`src/rtl/rr_mask_arb_if.sv`:
```
// rr_mask_arb_if: request/grant/ack bundle between requesters and the round-robin arbiter
interface rr_mask_arb_if #(parameter int N = 8);
  localparam int W_ENC = $clog2(N);
  logic [N-1:0]     req;
  logic             ack;
  logic [N-1:0]     gnt;
  logic [W_ENC-1:0] gnt_enc;
  logic             gnt_vld;
  modport master (input req, ack, output gnt, gnt_enc, gnt_vld);
  modport slave  (output req, ack, input gnt, gnt_enc, gnt_vld);
endinterface

```
`src/rtl/rr_mask_arb.sv`:
```
// rr_mask_arb: masked round-robin arbiter with a registered grant held until ack
module rr_mask_arb #(parameter int N = 8) (
  input logic          clk,
  input logic          rst,
  rr_mask_arb_if.master bus
);
  localparam int W_ENC = $clog2(N);
  typedef enum logic {IDLE, GRANT} state_t;
  state_t state, state_nxt;
  logic [W_ENC-1:0] ptr, ptr_nxt, enc_q, p, win;
  logic [N-1:0] hi, cand;
  logic accept;
  // the pointer advances past the accepted grant, so arbitration on an ack cycle already uses the new ptr
  always_comb begin
    accept = state == GRANT && bus.ack;
    ptr_nxt = (enc_q == W_ENC'(N - 1)) ? '0 : enc_q + W_ENC'(1);
    p = accept ? ptr_nxt : ptr;
    hi = bus.req & ~((N'(1) << p) - N'(1));
    cand = |hi ? hi : bus.req;
    win = '0;
    for (int i = N - 1; i >= 0; i--) win = cand[i] ? W_ENC'(i) : win;
  end
  // re-arbitrate when idle or on ack; otherwise the outstanding grant is held
  always_comb state_nxt = (state == IDLE || bus.ack) ? (|bus.req ? GRANT : IDLE) : GRANT;
  // state, pointer and granted index registers
  always_ff @(posedge clk or posedge rst) begin
    if (rst) begin
      state <= IDLE;
      ptr <= '0;
      enc_q <= '0;
    end else begin
      state <= state_nxt;
      if (accept) ptr <= ptr_nxt;
      if (state == IDLE || bus.ack) enc_q <= win;
    end
  end
  // grant outputs decoded from registered state, forced to zero while idle
  always_comb begin
    bus.gnt_vld = state == GRANT;
    bus.gnt_enc = state == GRANT ? enc_q : '0;
    bus.gnt = state == GRANT ? N'(1) << enc_q : '0;
  end
endmodule

```
`src/flat_wrapper.sv`:
```
// flat-port wrapper written by rule: the top's interface ports become plain ports
module rr_mask_arb_flat 
#(parameter int N = 8)
  (clk, rst, bus_req, bus_ack, bus_gnt, bus_gnt_enc, bus_gnt_vld);
  rr_mask_arb_if #(.N(N)) bus_i ();
  input logic clk;
  input logic rst;
  input wire logic [$bits(bus_i.req)-1:0] bus_req;
  input wire logic [$bits(bus_i.ack)-1:0] bus_ack;
  output wire logic [$bits(bus_i.gnt)-1:0] bus_gnt;
  output wire logic [$bits(bus_i.gnt_enc)-1:0] bus_gnt_enc;
  output wire logic [$bits(bus_i.gnt_vld)-1:0] bus_gnt_vld;
  assign bus_i.req = bus_req;
  assign bus_i.ack = bus_ack;
  assign bus_gnt = bus_i.gnt;
  assign bus_gnt_enc = bus_i.gnt_enc;
  assign bus_gnt_vld = bus_i.gnt_vld;
  rr_mask_arb #(.N(N)) u_core (.clk(clk), .rst(rst), .bus(bus_i));
endmodule
```
`config.mk`:
```
export PLATFORM = sky130hd
export DESIGN_NAME = rr_mask_arb_flat
export DESIGN_NICKNAME = d
export VERILOG_FILES = /design/src/rtl/rr_mask_arb_if.sv /design/src/rtl/rr_mask_arb.sv /design/src/flat_wrapper.sv
export SDC_FILE = /design/constraint.sdc
export NUM_CORES = 1
export LEC_CHECK = 0
export BUFFER_PORTS_ARGS = -buffer_cell sky130_fd_sc_hd__buf_2
export CORE_UTILIZATION = 34
export DETAILED_ROUTE_END_ITERATION = 10
export PLACE_DENSITY = 0.62
export SYNTH_ARGS = -nofsm -noshare
export SYNTH_HDL_FRONTEND = slang
export SYNTH_SLANG_ARGS = --single-unit
export TNS_END_PERCENT = 5
```
`constraint.sdc`:
```
create_clock -name clk -period 3.2 [get_ports clk]
set_input_delay 0.64 -clock clk [delete_from_list [all_inputs] [get_ports clk]]
set_output_delay 0.64 -clock clk [all_outputs]
set_load 0.02 [all_outputs]
```
==> results by group, run 1 <==
Outcome
  • Status: finished, final reports clean

Timing
  • Slew Viols, Final: 0
  • Tightest Pin Transition: around 410 ps
  • Fin crit share: between 90% and 100%
  • Rel. slew slack: between 70% and 80%
  • Post-route setup TNS: 0 ps
  • F_max: 320 MHz
  • Worst setup margin: just under 80 ps
  • Final worst path period need: between 3000 and 4000 ps
  • RSZ-0062 raised after global routing: true
  • Clk_skew: between 1 and 1.5 ps
  • Hold Fails Final Rpt: 0
  • Setup violations, final: 0
  • Final hold slack: roughly 320 ps

Global routing
  • Gr usage total: 20.0%
  • First-pass GRT wire length: ~4.3 mm
  • Vias in the first global route: a little under 1,000
  • Gr ovfl total: 0
  • Largest net degree at the start of global routing: 19
  • Antenna violations before repair: 0

Placement
  • Post-DP HPWL: around 2.2 mm
  • Placed Area: around 1200 sq um
  • Final Wtd Congestion: 0.900
  • Dpl ws: -58.8 ps
  • Placed cells: roughly 180
  • IO buf count: 22

Synth
  • Synth top area share: a little under a fifth
  • Synth warn: 0
  • Synth unique cells: just over 50
  • Register area share after synthesis: about a fifth
  • Post-synth top area cell: dfrtp_1
  • Synth Flop Type: dfrtp_1
  • Ranking of synthesized cells by area: dfrtp_1 19%, ha_1 9.3%, and2_1 7.3%
  • Cell area after synthesis: 938 sq um
  • Synth async-reset ratio: 100%
  • Syn_area_per_cell: between 8 and 9 sq um
  • Top-count cell post-synth: and2_1
  • Register bit total from synthesis: 7
  • Cells after Synth: about 110
  • Post-synth EDFFs: 0
  • Synthesized Nets: around 130
  • Post-synth top cells: 11 x and2_1, 8 x inv_1, 7 x dfrtp_1, 7 x ha_1

Power and ir drop
  • Clk pwr share: under 10%
  • Internal: roughly 0.74 mW
  • P_sw: around 0.66 mW
  • Sw Share: between 40% and 50%
  • Peak supply drop: 0.599 mV
  • Seq pwr share: 12.0%
  • Static leakage: between 0.6 and 0.7 nW
  • PD cells: approximately 1100 nW/um^2
  • Tot Pwr: ~1.4 mW
  • Comb pwr share: between 80 and 90%

Detailed routing
  • Vias: 1,082
  • Routed wire length: 2.74 mm
  • WL/cell: 14.6 microns
  • Drt pass-1 iters: 4
  • Drt initial violations: 36
  • Final ANT Viol Nets: 0
  • # DRC: 0
  • Vias/cell: ~5.8

Flow run
  • Max-cap viol count: 0

Setup path
  • R2R Path Start: u_core.enc_q[0]
  • Reg2reg path depth: 13
  • Crit. End Element: register
  • Reg-to-Reg End: u_core.enc_q[2]
  • WP data arrival: 3260 ps
  • CP startpoint kind: register
  • Req. time, crit path: 3340 ps
  • Worst-path fanout max: 5
  • R2R Setup Slk: 80 ps
  • Setup CP Type: register to register

Floorplanning
  • Chip width: approximately 55 microns
  • Core Rows: 18
  • Initial Utilization: a little under two fifths
  • Die area: about 3000 sq um
  • Core area: between 2000 and 3000 sq um
  • IO Count: 23
  • Die Y-Extent: 54.5 microns

Cells and area
  • Area delta synth->final: 41.6%
  • Multi-input combinational cell area: 781 sq um
  • Ant. Diodes: 0
  • Filler instances: around 240
  • Nets: between 150 and 200
  • Non-Filler Instances: around 190
  • FF/Latch Area: roughly 180 sq um
  • Core Util, Final: 52.2%
  • Post-route cell area: between 1000 and 1500 sq um
  • Share of cells above drive strength 1: 42.4%

CTS
  • Max Buffers Root-to-Sink: 2
  • Clock Pin Slew Worst Setup and Hold Paths: 50 ps
  • Inserted Clock Buffers: 3
  • Clk root buf: clkbuf_4
  • Worst-skew pair later-pin latency: around 250 ps
  • H-tree depth: 1
  • Clock sink count: 7
  • Post-CTS Hold Fix Bufs: 0
  • CTS tree: built

Hold path
  • Hold crit path type: input pin to asynchronous set/reset pin
## cells in the final DEF (no fill, tap or decap), types with 3 or more instances in the layout
master,Yosys,final
a31oi_1,3,3
buf_2,3,22
nor2_1,6,5
and3_1,5,5
o22ai_1,3,3
buf_4,0,22
nand2b_1,4,4
clkbuf_4,0,3
ha_1,7,3
ha_4,0,4
nand2_1,6,6
nor2b_1,3,3
dfrtp_1,7,7
inv_1,8,7
and2_1,11,10
## cell type report
class	instances	area share, %
multi-input combinational	94	58.8
timing repair buffer	44	20.7
sequential	7	13.2
tap	30	2.82
inverter	9	2.54
clock buffer	4	1.98
## worst max-delay path by stage
| stage | startpoint | to | slack [ps] | depth (start not counted) |
|---|---|---|---|---|
| global route | u_core.enc_q[0] | u_core.enc_q[0] | -70 | 11 |
| global placement | u_core.enc_q[0] | u_core.enc_q[0] | -9 | 12 |
| finish | u_core.enc_q[0] | u_core.enc_q[2] | 80 | 13 |
| detailed placement | u_core.enc_q[0] | u_core.enc_q[0] | -60 | 12 |
| CTS | u_core.enc_q[0] | u_core.enc_q[0] | 6 | 12 |
| floorplan | u_core.enc_q[0] | u_core.enc_q[0] | 20 | 11 |
## power groups by stage
stage | Sequential [mW] | Clock (mW) | Combinational (mW)
after floorplan | 0.162 | 0 | 0.672
after global placement | 0.163 | 0 | 0.998
after detailed placement | 0.165 | 0 | 1.01
after CTS | 0.164 | 0.0844 | 1.02
after global routing | 0.173 | 0.0901 | 1.27
final | 0.169 | 0.0812 | 1.15
## layer usage
metal,share of wire (%),routed length (microns),vias up,global-route usage (%)
li1,-,-,521,-
met1,42,1160,503,25.0
met2,50,1380,52,35.6
met3,5.4,149,6,1.11
met4,1.9,53,0,7.69
met5,0,0,-,0
## kinds of logic after synthesis
| kind of cell | count (synthesis) | share of synthesized area [%] |
|---|---|---|
| XOR/XNOR | 1 | 0.934 |
| multiplexers | 2 | 2.53 |
| AND/OR/NAND/NOR | 49 | 31.5 |
| buffers and inverters | 13 | 5.60 |
| flip-flops | 7 | 18.7 |
| adder cells (fa/ha/maj) | 7 | 9.33 |
| AO/OA/AOI/OAI | 35 | 31.5 |
## worst max-delay path, stage by stage (launching register included)
cell,delay (ps)
dfrtp_1,420
ha_4,190
ha_4,260
or2b_1,260
o22a_1,270
ha_4,190
inv_1,100
nand2_1,90
a21oi_2,220
and4bb_4,260
buf_4,130
o22ai_1,200
a31oi_1,140
a32o_1,270
## sequential cells by signal, indices dropped and copies added, names as in the netlist
register            count
u_core.enc_q            3
u_core.bus.gnt_vld      1
u_core.ptr              3
## what timing repair did
item	CTS	global route
resized for setup	2	9
setup endpoints to repair	2	3
buffers inserted	0	5
pin swaps	1	13
cloned	0	0
(Power assumes the default switching activity.)
==> run 2: changes to the inputs <==
--- a/config.mk
+++ b/config.mk
@@ -5,7 +5,7 @@
 export SDC_FILE = /design/constraint.sdc
 export NUM_CORES = 1
 export LEC_CHECK = 0
-export BUFFER_PORTS_ARGS = -buffer_cell sky130_fd_sc_hd__buf_2
+export BUFFER_PORTS_ARGS = -buffer_cell sky130_fd_sc_hd__buf_4
 export CORE_UTILIZATION = 34
 export DETAILED_ROUTE_END_ITERATION = 10
 export PLACE_DENSITY = 0.62
==> run 2 against run 1 <==
Effect of this change: combinational power up 6%; non-clock buffer count fell by 2; highest routed layer unchanged; maximum frequency decreased by 2.3%; final area increased by 4.7%; worst setup slack lost 75 ps; via count down 3.6%.
==> results by group, run 2 (synthesized netlist as in run 1, its figures left out) <==
Outcome
  • Status: finished, final reports clean (unchanged)

Placement
  • Placed cells: 177 (was 179)
  • Placed Area: 1250 sq um (was 1210 sq um)
  • IO buf count: 22 (unchanged)
  • Post-DP HPWL: 2.17 mm (about the same)
  • Dpl ws: -63.4 ps (was -58.8 ps)
  • Final Wtd Congestion: 0.907 (was 0.900)

Cells and area
  • Ant. Diodes: 0 (unchanged)
  • Commonest non-fill, non-tap cell in the layout: buf_4
  • Post-route cell area: 1390 sq um (was 1330 sq um)
  • Most frequent cells in the layout: 42 x buf_4, 10 x and2_1, 7 x inv_1, 7 x dfrtp_1, 6 x nand2_1 (was 22 x buf_2, 22 x buf_4, 10 x and2_1)
  • Area delta synth->final: 48.3% (was 41.6%)
  • Non-Filler Instances: 186 (was 188)
  • Share of cells above drive strength 1: 42.9% (was 42.4%)
  • Nets: 175 (was 177)

Detailed routing
  • Routed wire length: 2.78 mm (was 2.74 mm)
  • Vias: 1,043 (was 1,082)
  • Drt pass-1 iters: 4 (unchanged)
  • Final ANT Viol Nets: 0 (unchanged)
  • Drt initial violations: 24 (was 36)
  • WL/cell: 14.9 microns (was 14.6 microns)
  • Vias/cell: 5.61 (was 5.76)
  • # DRC: 0 (unchanged)

Floorplanning
  • Core area: 2540 sq um (unchanged)
  • Die Y-Extent: 54.5 microns (unchanged)
  • Chip width: 54.5 microns (unchanged)
  • Die area: 2970 sq um (unchanged)
  • Core Rows: 18 (unchanged)
  • IO Count: 23 (unchanged)
  • Initial Utilization: 36.9% (unchanged)

Setup path
  • Setup CP Type: register to register (unchanged)
  • Crit-path cells: ha_2 > ha_4 > or2b_1 > o22a_1 > ha_4 > xor2_2 > o311ai_2 > and4bb_4 > buf_4 > a311o_2 > nor2b_1 > a2111oi_2 (was ha_4 > ha_4 > or2b_1 > o22a_1 > ha_4 > inv_1 > nand2_1 > a21oi_2 > and4bb_4 > buf_4 > o22ai_1 > a31oi_1 > a32o_1)
  • CP max-delay cell: dfrtp_1 (unchanged)
  • Slowest cell delay on critical path: 390 ps (was 420 ps)
  • Req. time, crit path: 3350 ps (was 3340 ps)
  • CP startpoint kind: register (unchanged)
  • Worst-path fanout max: 4 (was 5)
  • WP data arrival: 3340 ps (was 3260 ps)
  • CP dominant cell by count: ha_4 (unchanged)
  • Worst path top cell family by delay: compound AO/OA/AOI/OAI gates (unchanged)
  • Crit. End Element: register (unchanged)
  • Buf+Inv Stages, Crit Path: 1 (was 2)

Timing
  • Setup violations, final: 0 (unchanged)
  • Clk_skew: 1.80 ps (was 1.24 ps)
  • Hold Fails Final Rpt: 0 (unchanged)
  • Final worst path period need: 3200 ps (was 3120 ps)
  • Slew Viols, Final: 0 (unchanged)
  • RSZ-0062 raised after global routing: true (unchanged)
  • Tightest Pin Transition: 611 ps (was 410 ps)
  • Rel. slew slack: 58.8% (was 72.4%)
  • F_max: 313 MHz (was 320 MHz)
  • Fin crit share: 99.9% (was 97.5%)
  • Worst setup margin: 4.28 ps (was 79.3 ps)

Global routing
  • Gr ovfl total: 0 (unchanged)
  • Antenna violations before repair: 0 (unchanged)
  • Largest net degree at the start of global routing: 19 (unchanged)
  • Gr usage total: 20.2% (was 20.0%)
  • First-pass GRT wire length: 4.28 mm (was 4.33 mm)
  • Vias in the first global route: 950 (was 973)

CTS
  • Inserted Clock Buffers: 3 (unchanged)
  • Clk root buf: clkbuf_4 (unchanged)
  • Clock sink count: 7 (unchanged)
  • H-tree depth: 1 (unchanged)
  • Clock Pin Slew Worst Setup and Hold Paths: 50 ps (about the same)
  • Post-CTS Hold Fix Bufs: 0 (unchanged)
  • Max Buffers Root-to-Sink: 2 (unchanged)
  • CTS tree: built (unchanged)
  • Worst-skew pair later-pin latency: 250 ps (about the same)

Power and ir drop
  • Static leakage: 0.635 nW (was 0.627 nW)
  • PD cells: 1050 nW/um^2 (was 1060 nW/um^2)
  • Peak supply drop: 0.541 mV (was 0.599 mV)

Hold path
  • Hold crit path type: input pin to asynchronous set/reset pin (unchanged)

Flow run
  • Max-cap viol count: 0 (unchanged)
-- run 2: worst reg2reg max path, cell delays in order (launching register included) --
cell       delay [ps]
dfrtp_1           390
ha_2              210
ha_4              260
or2b_1            260
o22a_1            260
ha_4              190
xor2_2            140
o311ai_2          340
and4bb_4          310
buf_4             130
a311o_2           220
nor2b_1            70
a2111oi_2         310
-- run 2: layout make-up --
cell class	instances	area, sq um
clock buffers	4	26.3
fillers	235	1150
inverters	9	33.8
multi-input cells	94	803
flip-flops and latches	7	175
well taps	30	37.5
repair buffers	42	315
-- run 2: path summary, 6_finish.rpt --
| check | startpoint | to | slack, ps | cells after the start |
|---|---|---|---|---|
| hold reg to reg | u_core.enc_q[1] | u_core.enc_q[1] | 650 | 3 |
| min in group clk | bus_req[5] | u_core.bus.gnt_vld | 620 | 3 |
| hold / removal | rst | u_core.enc_q[2] | 320 | 2 |
| setup / recovery | u_core.enc_q[1] | u_core.enc_q[0] | 4 | 12 |
| setup reg to reg | u_core.enc_q[1] | u_core.enc_q[0] | 4 | 12 |
| max in group asynchronous | rst | u_core.ptr[2] | 2660 | 2 |
-- run 2: power by group --
group | internal, mW | switching (mW) | total [mW]
Combinational | 0.605 | 0.612 | 1.22
Sequential | 0.126 | 0.0378 | 0.164
Clock | 0.0476 | 0.0335 | 0.0811
-- run 2: per-stage QoR --
stage	total power [mW]	hold slack [ps]	utilization, %	setup TNS, ps
final	1.46	321	54.7	0
after CTS	1.31	327	50.8	0
after floorplan	0.834	443	-	0
after global placement	1.18	590	49.1	-56.4
after detailed placement	1.19	597	49.1	-71.0
after global routing	1.59	328	54.7	-352
-- run 2: per-layer routing --
layer,GRT usage (%),up-vias,routed length (microns)
met2,35.4,41,1370
li1,-,514,-
met5,0,-,0
met1,24.1,479,1180
met4,10.3,0,70
met3,2.22,9,154
-- run 2: timing repair --
action,CTS,global route
setup buffers,0,5
resized for setup,3,12
hold endpoints to repair,0,0
gates cloned,0,0
pin swaps,2,10
setup endpoints to repair,2,3
==> run 3: changes to the inputs <==
--- a/config.mk
+++ b/config.mk
@@ -9,6 +9,7 @@
 export CORE_UTILIZATION = 34
 export DETAILED_ROUTE_END_ITERATION = 10
 export PLACE_DENSITY = 0.62
+export RECOVER_POWER = 25
 export SYNTH_ARGS = -nofsm -noshare
 export SYNTH_HDL_FRONTEND = slang
 export SYNTH_SLANG_ARGS = --single-unit
==> run 3 against run 2 <==
Effect of this change: utilization unchanged; worst setup slack better by 3.5 ps; non-clock buffer count unchanged; sequential share of layout area unchanged; combinational power about the same; maximum frequency up 0.11%; critical path depth is the same; global-route usage is the same; first-iteration DRC count did not move; die area unchanged; count of clock-buffer cells in the layout is the same; clock skew barely moved; largest power group unchanged.
==> results by group, run 3 (synthesized netlist as in run 1, its figures left out) <==
Detailed routing
  • # DRC: 0 (unchanged)
  • WL/cell: 14.9 microns (about the same)
  • Vias/cell: 5.61 (about the same)
  • Vias: 1,044 (was 1,043)
  • Final ANT Viol Nets: 0 (unchanged)
  • Drt pass-1 iters: 4 (unchanged)
  • Drt initial violations: 24 (unchanged)
  • Routed wire length: 2.77 mm (was 2.78 mm)

Setup path
  • R2R Setup Slk: 8 ps (was 4 ps)
  • Req. time, crit path: 3350 ps (about the same)
  • Reg2reg path depth: 12 (unchanged)
  • Worst-path fanout max: 4 (unchanged)
  • Slowest cell delay on critical path: 390 ps (about the same)
  • Crit. End Element: register (unchanged)
  • Crit-path cells: ha_2 > ha_4 > or2b_1 > o22a_1 > ha_4 > xor2_2 > o311ai_2 > and4bb_4 > buf_4 > a311o_2 > nor2b_1 > a2111oi_2 (unchanged)
  • Reg-to-Reg End: u_core.enc_q[0] (unchanged)
  • WP data arrival: 3340 ps (about the same)
  • CP dominant cell by count: ha_4 (unchanged)
  • CP startpoint kind: register (unchanged)
  • Setup CP Type: register to register (unchanged)
  • R2R Path Start: u_core.enc_q[1] (unchanged)
  • Worst setup startpoint: u_core.enc_q[1] (unchanged)
  • CP max-delay cell: dfrtp_1 (unchanged)

Global routing
  • Gr usage total: 20.2% (unchanged)
  • Vias in the first global route: 950 (unchanged)
  • Antenna violations before repair: 0 (unchanged)
  • Met1 GRT Util: 24.1% (unchanged)
  • Largest net degree at the start of global routing: 19 (unchanged)
  • Gr ovfl total: 0 (unchanged)
  • GRT Max-Usage Layer: met2 (unchanged)
  • Met3 Use GR: 2.22% (unchanged)
  • Met2 Usage GRT: 35.4% (unchanged)
  • First-pass GRT wire length: 4.28 mm (unchanged)

Power and ir drop
  • PD cells: 1050 nW/um^2 (about the same)
  • Peak supply drop: 0.541 mV (about the same)
  • Tot Pwr: 1.46 mW (about the same)
  • Static leakage: 0.635 nW (about the same)

Timing
  • Post-route setup TNS: 0 ps (unchanged)
  • Tightest Pin Transition: 611 ps (unchanged)
  • Final worst path period need: 3190 ps (was 3200 ps)
  • Rel. slew slack: 58.8% (unchanged)
  • RSZ-0062 raised after global routing: true (unchanged)
  • Slew Viols, Final: 0 (unchanged)
  • Hold Fails Final Rpt: 0 (unchanged)
  • F_max: 313 MHz (about the same)
  • Worst setup margin: 7.82 ps (was 4.28 ps)
  • Setup violations, final: 0 (unchanged)
  • Clk_skew: 1.80 ps (about the same)
  • Fin crit share: 99.8% (was 99.9%)

Cells and area
  • Core Util, Final: 54.7% (unchanged)
  • Area delta synth->final: 48.3% (unchanged)
  • Nets: 175 (unchanged)
  • Commonest non-fill, non-tap cell in the layout: buf_4 (unchanged)
  • Post-route cell area: 1390 sq um (unchanged)
  • Share of cells above drive strength 1: 42.9% (unchanged)
  • Most frequent cells in the layout: 41 x buf_4, 10 x and2_1, 7 x inv_1, 7 x dfrtp_1, 6 x nand2_1 (was 42 x buf_4, 10 x and2_1, 7 x inv_1, 7 x dfrtp_1, 6 x nand2_1)
  • Ant. Diodes: 0 (unchanged)

Placement
  • Dpl ws: -63.4 ps (unchanged)
  • IO buf count: 22 (unchanged)
  • Post-DP HPWL: 2.17 mm (unchanged)
  • Placed Area: 1250 sq um (unchanged)
  • Final Wtd Congestion: 0.907 (unchanged)

Floorplanning
  • Chip width: 54.5 microns (unchanged)
  • Die Y-Extent: 54.5 microns (unchanged)
  • IO Count: 23 (unchanged)
  • Core area: 2540 sq um (unchanged)
  • Core Rows: 18 (unchanged)
  • Die area: 2970 sq um (unchanged)
  • Initial Utilization: 36.9% (unchanged)

CTS
  • Max Buffers Root-to-Sink: 2 (unchanged)
  • Post-CTS Hold Fix Bufs: 0 (unchanged)
  • Inserted Clock Buffers: 3 (unchanged)
  • Clock Pin Slew Worst Setup and Hold Paths: 50 ps (about the same)
  • Clk root buf: clkbuf_4 (unchanged)
  • Clock sink count: 7 (unchanged)
  • Worst-skew pair later-pin latency: 250 ps (about the same)
  • CTS tree: built (unchanged)
  • H-tree depth: 1 (unchanged)

Hold path
  • Hold crit path type: input pin to asynchronous set/reset pin (unchanged)

Flow run
  • Max-cap viol count: 0 (unchanged)

Outcome
  • Status: finished, final reports clean (unchanged)
run 3: cell count changes in the layout (fill, tap and decap cells not counted), sizes merged:
cell    before  now
clkbuf       4    5
buf         42   41
run 3: cell type report:
class	count	area, sq um
fillers	235	1150
multi-input cells	94	803
repair buffers	42	315
flip-flops and latches	7	175
well taps	30	37.5
inverters	9	33.8
clock buffers	4	26.3
run 3: worst max path at each step:
stage	cells after the start	slack, ps	to
2_1_floorplan	11	20	u_core.enc_q[0]
3_3_place_gp	12	-60	u_core.enc_q[0]
3_5_place_dp	12	-60	u_core.enc_q[0]
4_1_cts	12	8	u_core.enc_q[0]
5_1_grt	12	-150	u_core.enc_q[0]
6_report	12	8	u_core.enc_q[0]
run 3: what timing repair did:
item / 4_1_cts / 5_1_grt
gates cloned: 0 / 0
pin swaps: 2 / 10
endpoints found under the setup margin: 2 / 3
setup buffers: 0 / 5
resized for setup: 3 / 12
run 3: critical path, delay by kind of cell, from the launching register on:
family / cells / cell delay, ps
DFF: 1 / 390
and+or+nand+nor: 3 / 630
AOI/OAI and AO/OA: 4 / 1130
buffers and inverters: 1 / 130
adders and majority gates: 3 / 660
xor gates and xnor gates: 1 / 140
run 3: per-layer routing:
metal | part of all wire, % | routed length [microns]
met5 | 0 | 0
met4 | 2.5 | 70
met3 | 5.6 | 154
met2 | 49 | 1370
met1 | 42 | 1180
run 3: metrics by stage:
stage | cells | hold slack, ps
floorplan | 114 | 443
global placement | 177 | 590
detailed placement | 177 | 597
CTS | 181 | 327
global route | 186 | 330
finish | 186 | 321
run 3: where the power goes:
part | switching, mW | internal [mW]
clock | 0.0335 | 0.0476
sequential | 0.0376 | 0.126
combinational | 0.612 | 0.605
total | 0.684 | 0.778
